## src/rtl/ssbus_if.sv

```systemverilog
`default_nettype none
// ============================================================================
//  Module   : ssbus_if
//  Purpose  : Savestate bus connecting the sequencer (master) to the slaves.
//             The master owns select/addr/data_out and the query/read/write
//             strobes. The slave answers with data_in and a one-cycle ack.
//  Revision : 1.0  initial release
// ============================================================================
interface ssbus_if;
    logic [7:0]  select;
    logic [23:0] addr;
    logic [63:0] data_out;
    logic [63:0] data_in;
    logic        query;
    logic        read;
    logic        write;
    logic        ack;

    modport master (
        output select, addr, data_out, query, read, write,
        input  data_in, ack
    );

    modport slave (
        input  select, addr, data_out, query, read, write,
        output data_in, ack
    );
endinterface
`default_nettype wire

```

## src/rtl/ss_sequencer.sv

```systemverilog
`default_nettype none
// ============================================================================
//  Module   : ss_sequencer
//  Purpose  : Savestate bus initiator. Walks every slave index, then either
//             dumps the slave words (behind a header word) to a 64-bit memory
//             window, or reads them back, validates the header and writes
//             them into the slave.
//  Revision : 1.0  initial release
// ============================================================================
module ss_sequencer #(
    parameter int          NUM_SLAVES = 32,
    parameter logic [31:0] BASE_ADDR  = 32'h0,
    parameter int          TIMEOUT    = 255
) (
    input  wire logic        clk,
    input  wire logic        reset_n,
    input  wire logic        start_save,
    input  wire logic        start_restore,
    output logic             busy,
    output logic             done,
    output logic             error,
    ssbus_if.master          ssbus,
    output logic [31:0]      mem_addr,
    output logic [63:0]      mem_wdata,
    input  wire logic [63:0] mem_rdata,
    output logic             mem_wr,
    output logic             mem_rd,
    input  wire logic        mem_ready
);

    localparam logic [7:0]  c_LAST_IDX = 8'(NUM_SLAVES - 1);
    localparam logic [31:0] c_TMO_LAST = 32'(TIMEOUT - 1);
    localparam logic [15:0] c_MAGIC    = 16'h5353;

    typedef enum logic [3:0] {
        S_IDLE   = 4'd0,
        S_QUERY  = 4'd1,
        S_HDR    = 4'd2,
        S_BUS_RD = 4'd3,
        S_MEM_WR = 4'd4,
        S_MEM_RD = 4'd5,
        S_BUS_WR = 4'd6,
        S_NEXT   = 4'd7,
        S_DONE   = 4'd8
    } state_t;

    state_t      r_state, w_next;
    logic        r_restore, w_restore;
    logic [7:0]  r_idx, w_idx;
    logic [31:0] r_ptr, w_ptr;
    logic [23:0] r_waddr, w_waddr;
    logic [31:0] r_count, w_count;
    logic [63:0] r_data, w_data;
    logic        r_error, w_error;
    logic [31:0] r_tmo;

    logic [63:0] w_hdr;
    logic [23:0] w_waddr_inc;
    logic        w_last_word;
    logic        w_tmo_hit;
    logic        w_unused_hi;

    // Header layout: magic, zero byte, slave index, word count
    assign w_hdr       = {c_MAGIC, 8'h00, r_idx, r_count};
    assign w_waddr_inc = r_waddr + 24'd1;
    // Word address is 24 bits wide, so only the low bits of the count matter
    assign w_last_word = (w_waddr_inc == r_count[23:0]);
    assign w_tmo_hit   = (r_tmo == c_TMO_LAST);
    assign w_unused_hi = ^ssbus.data_in[63:32];

    // State register and datapath registers
    always_ff @(posedge clk or negedge reset_n) begin
        if (!reset_n) begin
            r_state   <= S_IDLE;
            r_restore <= 1'b0;
            r_idx     <= 8'd0;
            r_ptr     <= 32'd0;
            r_waddr   <= 24'd0;
            r_count   <= 32'd0;
            r_data    <= 64'd0;
            r_error   <= 1'b0;
            r_tmo     <= 32'd0;
        end else begin
            r_state   <= w_next;
            r_restore <= w_restore;
            r_idx     <= w_idx;
            r_ptr     <= w_ptr;
            r_waddr   <= w_waddr;
            r_count   <= w_count;
            r_data    <= w_data;
            r_error   <= w_error;
            // Ack timer restarts on every state change, counts while waiting
            r_tmo     <= (w_next != r_state) ? 32'd0 : r_tmo + 32'd1;
        end
    end

    // Next-state and next-datapath logic
    always_comb begin
        w_next    = r_state;
        w_restore = r_restore;
        w_idx     = r_idx;
        w_ptr     = r_ptr;
        w_waddr   = r_waddr;
        w_count   = r_count;
        w_data    = r_data;
        w_error   = r_error;
        case (r_state)
            S_IDLE: begin
                if (start_save || start_restore) begin
                    // Save has priority when both pulse together
                    w_restore = ~start_save;
                    w_error   = 1'b0;
                    w_idx     = 8'd0;
                    w_ptr     = BASE_ADDR;
                    w_waddr   = 24'd0;
                    w_next    = S_QUERY;
                end
            end
            S_QUERY: begin
                if (ssbus.ack) begin
                    w_count = ssbus.data_in[31:0];
                    w_waddr = 24'd0;
                    w_next  = (ssbus.data_in[31:0] == 32'd0) ? S_NEXT : S_HDR;
                end else if (w_tmo_hit) begin
                    // Absent slave: skipped silently, no header written
                    w_count = 32'd0;
                    w_next  = S_NEXT;
                end
            end
            S_HDR: begin
                if (mem_ready) begin
                    if (!r_restore) begin
                        w_ptr  = r_ptr + 32'd8;
                        w_next = S_BUS_RD;
                    end else if (mem_rdata == w_hdr) begin
                        w_ptr  = r_ptr + 32'd8;
                        w_next = S_MEM_RD;
                    end else begin
                        w_error = 1'b1;
                        w_next  = S_DONE;
                    end
                end
            end
            S_BUS_RD: begin
                if (ssbus.ack) begin
                    w_data = ssbus.data_in;
                    w_next = S_MEM_WR;
                end else if (w_tmo_hit) begin
                    w_error = 1'b1;
                    w_next  = S_DONE;
                end
            end
            S_MEM_WR: begin
                if (mem_ready) begin
                    w_ptr   = r_ptr + 32'd8;
                    w_waddr = w_waddr_inc;
                    w_next  = w_last_word ? S_NEXT : S_BUS_RD;
                end
            end
            S_MEM_RD: begin
                if (mem_ready) begin
                    w_data = mem_rdata;
                    w_ptr  = r_ptr + 32'd8;
                    w_next = S_BUS_WR;
                end
            end
            S_BUS_WR: begin
                if (ssbus.ack) begin
                    w_waddr = w_waddr_inc;
                    w_next  = w_last_word ? S_NEXT : S_MEM_RD;
                end else if (w_tmo_hit) begin
                    w_error = 1'b1;
                    w_next  = S_DONE;
                end
            end
            S_NEXT: begin
                w_idx  = r_idx + 8'd1;
                w_next = (r_idx == c_LAST_IDX) ? S_DONE : S_QUERY;
            end
            S_DONE: begin
                w_next = S_IDLE;
            end
            default: begin
                w_next = S_IDLE;
            end
        endcase
    end

    // Outputs decode straight from the state register so that reset clears
    // every strobe immediately and each strobe drops the cycle after its ack
    always_comb begin
        busy           = (r_state != S_IDLE) && (r_state != S_DONE);
        done           = (r_state == S_DONE) && !r_error;
        error          = r_error;
        ssbus.select   = r_idx;
        ssbus.addr     = r_waddr;
        ssbus.data_out = r_data;
        ssbus.query    = (r_state == S_QUERY);
        ssbus.read     = (r_state == S_BUS_RD);
        ssbus.write    = (r_state == S_BUS_WR);
        mem_addr       = {r_ptr[31:3], 3'b000};
        mem_wdata      = (r_state == S_HDR) ? w_hdr : r_data;
        mem_wr         = ((r_state == S_HDR) && !r_restore) || (r_state == S_MEM_WR);
        mem_rd         = ((r_state == S_HDR) &&  r_restore) || (r_state == S_MEM_RD);
    end

endmodule
`default_nettype wire

```

## src/flat_wrapper.sv

```systemverilog
// flat-port wrapper written by rule: the top's interface ports become plain ports
module ss_sequencer_flat 
#(
    parameter int          NUM_SLAVES = 32,
    parameter logic [31:0] BASE_ADDR  = 32'h0,
    parameter int          TIMEOUT    = 255
)
  (clk, reset_n, start_save, start_restore, busy, done, error, mem_addr, mem_wdata, mem_rdata, mem_wr, mem_rd, mem_ready, ssbus_select, ssbus_addr, ssbus_data_out, ssbus_query, ssbus_read, ssbus_write, ssbus_data_in, ssbus_ack);
  ssbus_if ssbus_i ();
  input  wire logic clk;
  input  wire logic reset_n;
  input  wire logic start_save;
  input  wire logic start_restore;
  output logic busy;
  output logic done;
  output logic error;
  output logic [31:0] mem_addr;
  output logic [63:0] mem_wdata;
  input  wire logic [63:0] mem_rdata;
  output logic mem_wr;
  output logic mem_rd;
  input  wire logic mem_ready;
  output wire logic [$bits(ssbus_i.select)-1:0] ssbus_select;
  output wire logic [$bits(ssbus_i.addr)-1:0] ssbus_addr;
  output wire logic [$bits(ssbus_i.data_out)-1:0] ssbus_data_out;
  output wire logic [$bits(ssbus_i.query)-1:0] ssbus_query;
  output wire logic [$bits(ssbus_i.read)-1:0] ssbus_read;
  output wire logic [$bits(ssbus_i.write)-1:0] ssbus_write;
  input wire logic [$bits(ssbus_i.data_in)-1:0] ssbus_data_in;
  input wire logic [$bits(ssbus_i.ack)-1:0] ssbus_ack;
  assign ssbus_select = ssbus_i.select;
  assign ssbus_addr = ssbus_i.addr;
  assign ssbus_data_out = ssbus_i.data_out;
  assign ssbus_query = ssbus_i.query;
  assign ssbus_read = ssbus_i.read;
  assign ssbus_write = ssbus_i.write;
  assign ssbus_i.data_in = ssbus_data_in;
  assign ssbus_i.ack = ssbus_ack;
  ss_sequencer #(.NUM_SLAVES(NUM_SLAVES), .BASE_ADDR(BASE_ADDR), .TIMEOUT(TIMEOUT)) u_core (.clk(clk), .reset_n(reset_n), .start_save(start_save), .start_restore(start_restore), .busy(busy), .done(done), .error(error), .ssbus(ssbus_i), .mem_addr(mem_addr), .mem_wdata(mem_wdata), .mem_rdata(mem_rdata), .mem_wr(mem_wr), .mem_rd(mem_rd), .mem_ready(mem_ready));
endmodule
```

## config.mk

```make
export PLATFORM = sky130hd
export DESIGN_NAME = ss_sequencer_flat
export DESIGN_NICKNAME = d
export VERILOG_FILES = /design/src/rtl/ssbus_if.sv /design/src/rtl/ss_sequencer.sv /design/src/flat_wrapper.sv
export SDC_FILE = /design/constraint.sdc
export NUM_CORES = 1
export LEC_CHECK = 0
export BUFFER_PORTS_ARGS = -buffer_cell sky130_fd_sc_hd__buf_2
export CAP_MARGIN = 30
export CORE_AREA = 2 2 115 228
export CTS_BUF_LIST = sky130_fd_sc_hd__clkbuf_16
export CTS_CLUSTER_SIZE = 16
export DETAILED_ROUTE_END_ITERATION = 10
export DIE_AREA = 0 0 117 230
export GPL_TIMING_DRIVEN = 0
export PLACE_DENSITY = 0.73
export SYNTH_ARGS = -nofsm -noshare
export SYNTH_HDL_FRONTEND = slang
export SYNTH_SLANG_ARGS = --single-unit
```

## constraint.sdc

```tcl
create_clock -name clk -period 3.86 [get_ports clk]
set_input_delay 0 -clock clk [delete_from_list [all_inputs] [get_ports clk]]
set_output_delay 0 -clock clk [all_outputs]
set_load 0.02 [all_outputs]
```

==> results_dict.tcl, run 1 <==
set metrics [dict create \
    tightest_slew_ns 0.919 \
    slowest_delay_ns 0.64 \
    synth_seq_cells 195 \
    crit_chain "clkbuf_1, clkbuf_1, nor2_1, nand2_1, clkbuf_1, clkbuf_1, mux2i_1, dlygate4sd3_1, a21oi_1" \
    num_rows 82 \
    synth-xor-area-share_pct 7.60 \
    status "complete, no violations" \
    synth_top_area_cell "dfrtp_1" \
    post-place-ws_ns 0.342 \
    wirelength_microns 48500 \
    vias 13100 \
    wl_per_cell_microns 22.2 \
    maxCapViolations 0 \
    coreArea_sq_mm 0.0251 \
    synth_seq_area_share_pct 41.1 \
    reg2regPathDepth 9 \
    p_leak_nw 7.48 \
    crit_path_frequent_cell "clkbuf_1" \
    drc_errors 0 \
    fin_ws_ns 0.169 \
    timing.setup.critical_path_class "reg2reg" \
    ir_drop_mv 0.650 \
    fillers 2110 \
    routabilityCongestion 0.953 \
    clk_path_buf_depth 2 \
    path_clk_slew_ns 0.08 \
    synth.area.top_cells "dfrtp_1 (41%), nand2_1 (6.2%), mux2i_1 (5.6%), xor2_1 (4.4%), a21oi_1 (4.0%)" \
    yosys-top-cells-count "nand2_1 (197), dfrtp_1 (195), nor2_1 (122)" \
    hold_viol_final 0 \
    grt_pass1_vias 13300 \
    synthAdderAreaFrac_pct 0.527 \
    chipWidth_microns 117 \
    final.period_utilization_pct 95.6 \
    fmax_ghz 0.271 \
    gr-usage-all-layers_pct 36.2 \
    grt_antenna_before_repair 2 \
    postRouteAntennaNets 0 \
    async_reset_ff_share_pct 100 \
    whs_ns 0.0428 \
    synth_top_area_share_pct 41.1 \
    start_kind "register" \
    yosys_warnings 0 \
    power.density_mw_per_mm2 704 \
    io_buffers 329 \
    arrival_ns 4.02 \
    synth_top_family_by_area "simple AND/OR/NAND/NOR gates" \
    slew-limit-headroom_pct 38.7 \
    synthSimpleGateAreaFrac_pct 23.0 \
    grt_pass1_wl_microns 73800 \
    final_cells 2186 \
    total_power_mw 11.2 \
    hold-path-endpoint "u_core.r_ptr[19]$_DFFE_PN0P_" \
    required_ns 4.19 \
    fin_worst_skew_ns 0.0132 \
    critPathSlowestCell "clkbuf_1" \
    placedCellCount 2021 \
    path_max_fanout 10 \
    dieArea_sq_mm 0.0269 \
    min_path_type "in2reg" \
    drive_gt1_share_pct 22.8 \
    cts_root_buf "clkbuf_16" \
    cts_sinks 195 \
    grt_setup_unrepaired "false" \
    drt_first_pass_iters 8 \
    worst_hold_startpoint "start_restore" \
    synthMostInstantiatedCell "nand2_1" \
    setup_viol 0 \
    cts_tree "yes" \
    post_cts_buffers 0 \
    syn_area_sq_mm 0.0119 \
    syn_inst 1353 \
    drt_iter0_drc 1026 \
    floorplan.initialDensity_pct 47.2 \
    synth_edf_count 0 \
    whs_path_depth 4 \
    htreeDepth 4 \
    die_y_microns 230 \
    synthMuxAreaShare_pct 5.56 \
    grt-ovfl-total 0 \
    rrSetupSlack_ns 0.17 \
    fin_crit_ns 3.69 \
    grt_max_degree 113 \
    r2r_end "u_core.ssbus.data_out[57]$_DFFE_PN0P_" \
    vias_per_cell 5.98 \
    syn_area_per_cell_sq_um 8.78 \
    nNetsFinal 1975 \
    ios 334 \
    cts_inserted_buffers 17 \
    endpoint_kind "register" \
    slew_viol_final 0 \
    insertion_delay_ns 0.47 \
    synth_compound_area_share_pct 17.9 \
    dpl.hpwl_microns 35600 \
    post-route-util_pct 63.3 \
    ys.flop_type "dfrtp_1" \
    r2r-start "u_core.r_state[1]$_DFF_PN0_" \
    synth.distinct_cells 67 \
    syn_to_final_growth_pct 33.9 \
]
## metrics by stage
stage / cell area (sq um) / setup TNS (ns)
after floorplan: 11900 / 0
after detailed placement: 14000 / 0
after CTS: 15900 / 0
final: 15900 / 0
after global routing: 15900 / 0
after global placement: 13900 / -105.13
## logic make-up (layout without fill, tap and decap cells)
| family | count (synthesis) | count (layout) |
|---|---|---|
| adders and majority gates | 5 | 5 |
| muxes | 66 | 66 |
| DFF | 195 | 195 |
| buffers and inverters | 116 | 609 |
| xor gates and xnor gates | 103 | 103 |
| other | 1 | 5 |
| and+or+nand+nor | 557 | 557 |
| AOI/OAI and AO/OA | 310 | 310 |
## placed cells by master, fill, tap and decap left out, drive strengths merged, types with 6 or more instances in the layout
| master | count |
|---|---|
| a22o | 33 |
| nand2b | 14 |
| nand3 | 41 |
| nand2 | 197 |
| a31oi | 9 |
| nor3 | 19 |
| inv | 25 |
| and4 | 8 |
| dfrtp | 195 |
| mux2i | 66 |
| nor4 | 34 |
| o211ai | 16 |
| or3 | 14 |
| buf | 355 |
| xnor2 | 44 |
| nor2 | 122 |
| o311ai | 6 |
| xor2 | 59 |
| a211oi | 33 |
| dlygate4sd3 | 132 |
| or4 | 16 |
| o21ai | 68 |
| o31ai | 18 |
| o21a | 6 |
| and2 | 21 |
| nand4 | 31 |
| and3 | 16 |
| clkbuf | 88 |
| a21oi | 95 |
## layer usage
layer	GRT usage, %	part of all wire (%)	up-vias	wire length [microns]
met1	37.5	33	6295	15900
met2	61.5	51	710	24700
met5	0	0	-	0
met4	28.1	9.4	0	4580
met3	7.78	6.9	238	3340
li1	-	-	5835	-
## how the worst max path moves through the flow
stage / from / to / cells after the start
after floorplan: u_core.ssbus.select[2]$_DFFE_PN0P_ / u_core.r_tmo[21]$_DFF_PN0_ / 10
after global placement: reset_n / u_core.ssbus.data_out[20]$_DFFE_PN0P_ / 1
after detailed placement: u_core.ssbus.select[2]$_DFFE_PN0P_ / u_core.r_tmo[22]$_DFF_PN0_ / 10
after CTS: u_core.r_state[1]$_DFF_PN0_ / u_core.ssbus.data_out[38]$_DFFE_PN0P_ / 9
after global routing: u_core.ssbus.addr[0]$_DFFE_PN0P_ / u_core.r_tmo[6]$_DFF_PN0_ / 9
final: u_core.r_state[1]$_DFF_PN0_ / u_core.ssbus.data_out[57]$_DFFE_PN0P_ / 9
## registers in the layout (all words and copies together), names as in the netlist
name	count
u_core.r_ptr	29
u_core.r_count	32
u_core.ssbus.addr	24
u_core.r_state	4
u_core.ssbus.select	8
u_core.ssbus.data_out	64
u_core.r_restore	1
u_core.r_tmo	32
u_core.error	1
## cell type report
class	instances	area (sq um)	area share (%)
Multi-Input combinational cell	1044	6500	40.9
Sequential cell	195	4880	30.7
Timing Repair Buffer	462	3010	18.9
Buffer	96	432	2.71
Clock buffer	17	425	2.67
Tap cell	336	420	2.64
Clock inverter	14	164	1.03
Inverter	20	75.1	0.472
Antenna cell	2	5.00	0.0315
## power by group
part           internal (mW)  leakage, nW  switching, mW
Combinational           2.04         4.72           4.01
Sequential              2.61         2.48          0.693
Clock                   1.01        0.291          0.845
Total                   5.66         7.48           5.54
## timing repair
| action | 4_1_cts | 5_1_grt |
|---|---|---|
| endpoints found under the setup margin | 0 | 11 |
| gates resized for setup | 0 | 5 |
| endpoints found under the hold margin | 182 | 0 |
| hold buffers | 132 | 0 |
## critical path, delay by kind of cell, from the launching register on
| family | cells | cell delay (ns) |
|---|---|---|
| AO/OA/AOI/OAI | 1 | 0.07 |
| buffers and inverters | 5 | 2.55 |
| flip-flops | 1 | 0.33 |
| multiplexers | 1 | 0.30 |
| AND/OR/NAND/NOR | 2 | 0.29 |
No activity file was read; power rests on OpenSTA's default activity.
==> inputs of run 2 (changes only) <==
==> config.mk (replaced) <==
export PLATFORM = sky130hd
export DESIGN_NAME = ss_sequencer_flat
export DESIGN_NICKNAME = d
export VERILOG_FILES = /design/src/rtl/ssbus_if.sv /design/src/rtl/ss_sequencer.sv /design/src/flat_wrapper.sv
export SDC_FILE = /design/constraint.sdc
export NUM_CORES = 1
export LEC_CHECK = 0
export BUFFER_PORTS_ARGS = -buffer_cell sky130_fd_sc_hd__clkbuf_2
export CAP_MARGIN = 30
export CELL_PAD_IN_SITES_DETAIL_PLACEMENT = 1
export CELL_PAD_IN_SITES_GLOBAL_PLACEMENT = 2
export CORE_AREA = 2 2 142 282
export CTS_BUF_LIST = sky130_fd_sc_hd__clkbuf_16
export CTS_CLUSTER_SIZE = 16
export DETAILED_ROUTE_END_ITERATION = 10
export DIE_AREA = 0 0 144 284
export GPL_TIMING_DRIVEN = 0
export PLACE_DENSITY_LB_ADDON = 0.1
export SYNTH_ARGS = -nofsm -noshare
export SYNTH_HDL_FRONTEND = slang
export SYNTH_SLANG_ARGS = --single-unit
==> run 2 against run 1 <==
Critical endpoint is now u_core.r_tmo[20]$_DFF_PN0_. Clock skew rose by 0.0010 ns. Worst hold slack got worse by 0.030 ns. Core utilization fell by 22 points. Critical path type unchanged. Fmax rose by 1.8%. Combinational power rose by 2%.
==> results_dict.tcl, run 2 (synthesized netlist as in run 1, its figures left out) <==
set metrics [dict create \
    grt_pass1_wl_microns 83900 \
    gr-usage-all-layers_pct 27.5 \
    reg2regPathDepth 9 \
    hold_viol_final 0 \
    fin_worst_skew_ns 0.0142 \
    ios 334 \
    vias_per_cell 5.33 \
    seqPwrFrac_pct 29.0 \
    post_cts_buffers 0 \
    grt_antenna_before_repair 1 \
    path_max_fanout 10 \
    final.period_utilization_pct 94.0 \
    grt-ovfl-total 0 \
    path_clk_slew_ns 0.08 \
    fillers 4713 \
    setup_viol 0 \
    seqCellArea_sq_mm 0.00488 \
    wl_per_cell_microns 23.6 \
    fmax_ghz 0.276 \
    rrSetupSlack_ns 0.23 \
    arrival_ns 4.00 \
    cts_sinks 195 \
    p_int_mw 5.49 \
    clk_path_buf_depth 2 \
    insertion_delay_ns 0.47 \
    num_rows 102 \
    cts_root_buf "clkbuf_16" \
    cts_inserted_buffers 17 \
    vias 12600 \
    pwr-share-clk_pct 16.0 \
    endpoint_kind "register" \
    grt_max_degree 98 \
    largest_reg_flops 64 \
    start_kind "register" \
    wirelength_microns 55900 \
    total_power_mw 11.2 \
    slew_viol_final 0 \
    p_leak_nw 7.53 \
    sw_frac_of_total_pct 51.2 \
    chipWidth_microns 144 \
    drive_gt1_share_pct 23.1 \
    maxCapViolations 0 \
    postRouteAntennaNets 0 \
    fin_crit_ns 3.63 \
    dieArea_sq_mm 0.0409 \
    routabilityCongestion 0.936 \
    cts_tree "yes" \
    syn_to_final_growth_pct 36.0 \
    floorplan.initialDensity_pct 30.7 \
    fin_tns_setup_ns 0 \
    drc_errors 0 \
    nNetsFinal 1978 \
    htreeDepth 4 \
    ir_drop_mv 0.396 \
    final_common_cell "clkbuf_2" \
    timing.setup.critical_path_class "reg2reg" \
    r2r_end "u_core.r_tmo[20]$_DFF_PN0_" \
    power.density_mw_per_mm2 696 \
    combPwrFrac_pct 55.1 \
    drt_iter0_drc 438 \
    min_path_type "in2async" \
    r2r-start "u_core.ssbus.addr[0]$_DFFE_PN0P_" \
    grt_setup_unrepaired "false" \
    required_ns 4.24 \
    io_buffers 329 \
    final_cell_mix "clkbuf_2 (332), nand2_1 (197), dfrtp_1 (195)" \
    coreArea_sq_mm 0.0387 \
    status "complete, no violations" \
    dpl.hpwl_microns 44100 \
    tightest_slew_ns 0.976 \
    multi_input_area_sq_mm 0.00652 \
    die_y_microns 284 \
    slew-limit-headroom_pct 34.9 \
    power.net_switching_mw 5.76 \
    drt_first_pass_iters 4 \
    grt_pass1_vias 13800 \
]
==> run 2: worst max-delay path by stage <==
stage,from,to,slack [ns],depth (start not counted)
2_1_floorplan,u_core.ssbus.select[2]$_DFFE_PN0P_,u_core.r_tmo[21]$_DFF_PN0_,1.01,10
3_5_place_dp,u_core.ssbus.addr[0]$_DFFE_PN0P_,u_core.r_tmo[20]$_DFF_PN0_,0.03,9
5_1_grt,u_core.r_tmo[0]$_DFF_PN0_,u_core.r_tmo[3]$_DFF_PN0_,0.02,10
4_1_cts,u_core.ssbus.addr[0]$_DFFE_PN0P_,u_core.r_tmo[20]$_DFF_PN0_,0.02,9
6_report,u_core.ssbus.addr[0]$_DFFE_PN0P_,u_core.r_tmo[20]$_DFF_PN0_,0.23,9
3_3_place_gp,reset_n,u_core.ssbus.data_out[59]$_DFFE_PN0P_,-1.57,1
==> run 2: power by group through the flow <==
stage,Clock [mW],Sequential [mW],Combinational [mW]
floorplan,0,3.52,3.27
global placement,0,3.27,5.98
detailed placement,0,3.29,6.05
CTS,1.86,3.26,6.25
global route,1.91,3.34,6.69
finish,1.79,3.26,6.19
==> run 2: cell type report <==
type	count	area share [%]
clock buffer	17	2.63
antenna	1	0.0155
multi-input combinational	1044	40.3
buffer	96	2.68
clock inverter	15	0.767
inverter	20	0.465
tap	520	4.03
timing repair buffer	465	18.9
sequential	195	30.2
==> run 2: critical path, cell delays in order, from the launching register on <==
cell and delay (ns):
dfrtp_1 0.56, ha_1 0.34, nand3_1 0.39, nor3_4 0.52, o311a_1 0.27, o22ai_1 0.10, nor4b_1 0.54, nand4_2 0.35
buf_6 0.27, a211oi_2 0.19
==> run 2: stage by stage <==
step / std cells / instance area, sq um / worst slack [ns] / hold slack [ns] / utilization, %
after floorplan: 1355 / 11900 / 1.01 / -0.296 / -
after global placement: 2204 / 14200 / -1.57 / 0.224 / 36.7
after detailed placement: 2208 / 14300 / 0.0342 / -0.0631 / 36.9
after CTS: 2372 / 16100 / 0.0164 / 0.00825 / 41.7
after global routing: 2373 / 16200 / 0.0237 / 0.0289 / 41.8
final: 2373 / 16200 / 0.233 / 0.0126 / 41.8
==> run 2: what timing repair did <==
action	CTS	global route
hold buffers	132	0
resized for setup	0	9
setup endpoints to repair	0	59
hold endpoints to repair	196	0
==> run 2: per-layer routing <==
layer  track usage (%)  share of wire, %  up-vias
met1              27.3                35     6335
met2              53.5                56      372
met3              4.39               3.8      100
met4              13.3               4.9        0
li1                  -                 -     5834
met5                 0                 0        -
==> inputs of run 3 (changes only) <==
--- a/config.mk
+++ b/config.mk
@@ -9,11 +9,11 @@
 export CAP_MARGIN = 30
 export CELL_PAD_IN_SITES_DETAIL_PLACEMENT = 1
 export CELL_PAD_IN_SITES_GLOBAL_PLACEMENT = 2
-export CORE_AREA = 2 2 142 282
+export CORE_AREA = 2 2 158 314
 export CTS_BUF_LIST = sky130_fd_sc_hd__clkbuf_16
 export CTS_CLUSTER_SIZE = 16
 export DETAILED_ROUTE_END_ITERATION = 10
-export DIE_AREA = 0 0 144 284
+export DIE_AREA = 0 0 160 316
 export GPL_TIMING_DRIVEN = 0
 export PLACE_DENSITY_LB_ADDON = 0.1
 export SYNTH_ARGS = -nofsm -noshare
==> run 3 against run 2 <==
Total power increased by 0.56%. Count of clock-buffer cells in the layout is the same. First-iteration DRC count increased by 3.2%. Critical path type unchanged. Largest power group unchanged.
==> results_dict.tcl, run 3 (synthesized netlist as in run 1, its figures left out) <==
set metrics [dict create \
    drc_errors 0 \
    grt-ovfl-total 0 \
    power.density_mw_per_mm2 693 \
    grt_max_degree 91 \
    fmax_ghz 0.274 \
    grt_pass1_wl_microns 87500 \
    slew_viol_final 0 \
    maxCapViolations 0 \
    grt-busiest-layer "met2" \
    total_power_mw 11.3 \
    combPwrFrac_pct 54.7 \
    nNetsFinal 1978 \
    setup_viol 0 \
    endpoint_kind "register" \
    chipWidth_microns 160 \
    use_met1_pct 23.2 \
    coreArea_sq_mm 0.0482 \
    final_area_sq_mm 0.0163 \
    cts_tree "yes" \
    slew-limit-headroom_pct 33.3 \
    sw_frac_of_total_pct 50.9 \
    vias 12500 \
    io_buffers 329 \
    gr-usage-all-layers_pct 23.2 \
    min_path_type "in2async" \
    post-place-ws_ns 0.0183 \
    seqPwrFrac_pct 28.9 \
    dieArea_sq_mm 0.0506 \
    wl_per_cell_microns 23.5 \
    vias_per_cell 5.00 \
    drt_first_pass_iters 4 \
    use_met2_pct 45.6 \
    fin_worst_skew_ns 0.0168 \
    post_dp_cell_area_sq_mm 0.0144 \
    timing.setup.critical_path_class "reg2reg" \
    p_leak_nw 7.53 \
    fin_tns_setup_ns 0 \
    final.period_utilization_pct 94.6 \
    post_cts_buffers 0 \
    crit_chain "ha_1, nand3_1, nor3_4, and2_1, a31oi_1, nor4_2, nand4_2, buf_6, a211oi_2" \
    cts_inserted_buffers 17 \
    p_int_mw 5.56 \
    critPathSlowestCell "dfrtp_1" \
    tightest_slew_ns 1.00 \
    grt_pass1_vias 13700 \
    ir_drop_mv 0.320 \
    path_clk_slew_ns 0.08 \
    fillers 5876 \
    arrival_ns 4.02 \
    largest_reg_flops 64 \
    slowest_delay_ns 0.58 \
    hold_viol_final 0 \
    wirelength_microns 58600 \
    grt_antenna_before_repair 5 \
    drt_iter0_drc 452 \
    num_rows 114 \
    fin_crit_ns 3.65 \
    cts_sinks 195 \
    postRouteAntennaNets 0 \
    final_common_cell "clkbuf_2" \
    drive_gt1_share_pct 22.8 \
    insertion_delay_ns 0.47 \
    dpl.hpwl_microns 46600 \
    htreeDepth 4 \
    floorplan.initialDensity_pct 24.6 \
    grt_setup_unrepaired "false" \
    grtUsageMet3_pct 4.81 \
    clk_path_buf_depth 2 \
    ios 334 \
    cts_root_buf "clkbuf_16" \
    whs_ns 0.0289 \
    fin_ws_ns 0.208 \
    path_max_fanout 10 \
    pwr-share-clk_pct 16.4 \
    required_ns 4.23 \
    final_cell_mix "clkbuf_2 (329), nand2_1 (197), dfrtp_1 (195)" \
    die_y_microns 316 \
    start_kind "register" \
    status "complete, no violations" \
    routabilityCongestion 0.845 \
    syn_to_final_growth_pct 37.4 \
    power.net_switching_mw 5.75 \
]
## run 3: cell type report
| class | instances | area (sq um) | area share [%] |
|---|---|---|---|
| multi-input combinational | 1044 | 6510 | 39.9 |
| buffer | 96 | 429 | 2.63 |
| clock inverter | 15 | 140 | 0.859 |
| sequential | 195 | 4880 | 29.9 |
| tap | 638 | 798 | 4.89 |
| antenna | 2 | 5.00 | 0.0307 |
| clock buffer | 17 | 425 | 2.61 |
| inverter | 20 | 75.1 | 0.460 |
| timing repair buffer | 465 | 3050 | 18.7 |
## run 3: final timing paths
path | startpoint | endpoint | slack, ns | cells past startpoint
worst max-delay path | u_core.ssbus.addr[0]$_DFFE_PN0P_ | u_core.r_tmo[14]$_DFF_PN0_ | 0.21 | 9
worst min-delay path | reset_n | u_core.r_ptr[3]$_DFFE_PN0P_ | 0.03 | 2
worst max register to register | u_core.ssbus.addr[0]$_DFFE_PN0P_ | u_core.r_tmo[14]$_DFF_PN0_ | 0.21 | 9
worst min register to register | u_core.r_ptr[24]$_DFFE_PN0P_ | u_core.r_ptr[24]$_DFFE_PN0P_ | 0.53 | 1
max in group asynchronous | reset_n | u_core.ssbus.data_out[19]$_DFFE_PN0P_ | 2.98 | 3
min in group clk | start_restore | u_core.r_ptr[19]$_DFFE_PN0P_ | 0.11 | 4
## run 3: timing repair
action | 4_1_cts | 5_1_grt
setup endpoints to repair | 23 | 12
hold buffers | 132 | 0
endpoints found under the hold margin | 293 | 0
gates resized for setup | 1 | 2
## run 3: through the flow
step | util, % | instances
2_1_floorplan | - | 1355
3_3_place_gp | 29.7 | 2322
3_5_place_dp | 29.9 | 2326
4_1_cts | 33.8 | 2490
5_1_grt | 33.8 | 2492
6_report | 33.8 | 2492
## run 3: power by group through the flow
stage	Sequential, mW	Combinational [mW]	Clock, mW
detailed placement	3.31	6.13	0
global route	3.35	6.73	1.99
CTS	3.27	6.28	1.93
global placement	3.29	6.07	0
floorplan	3.52	3.27	0
finish	3.27	6.18	1.86
## run 3: critical path: cells and delay by family (launching register included)
| kind | cells | cell delay, ns |
|---|---|---|
| flip-flops | 1 | 0.58 |
| AND/OR/NAND/NOR | 5 | 1.95 |
| buffers and inverters | 1 | 0.28 |
| adder cells (fa/ha/maj) | 1 | 0.33 |
| AO/OA/AOI/OAI | 2 | 0.39 |
## run 3: routing by layer
layer  routed length, microns  up-vias
met4                     2380        6
met3                     2610       88
met2                    32700      344
li1                         -     5818
met5                       38        -
met1                    20800     6207
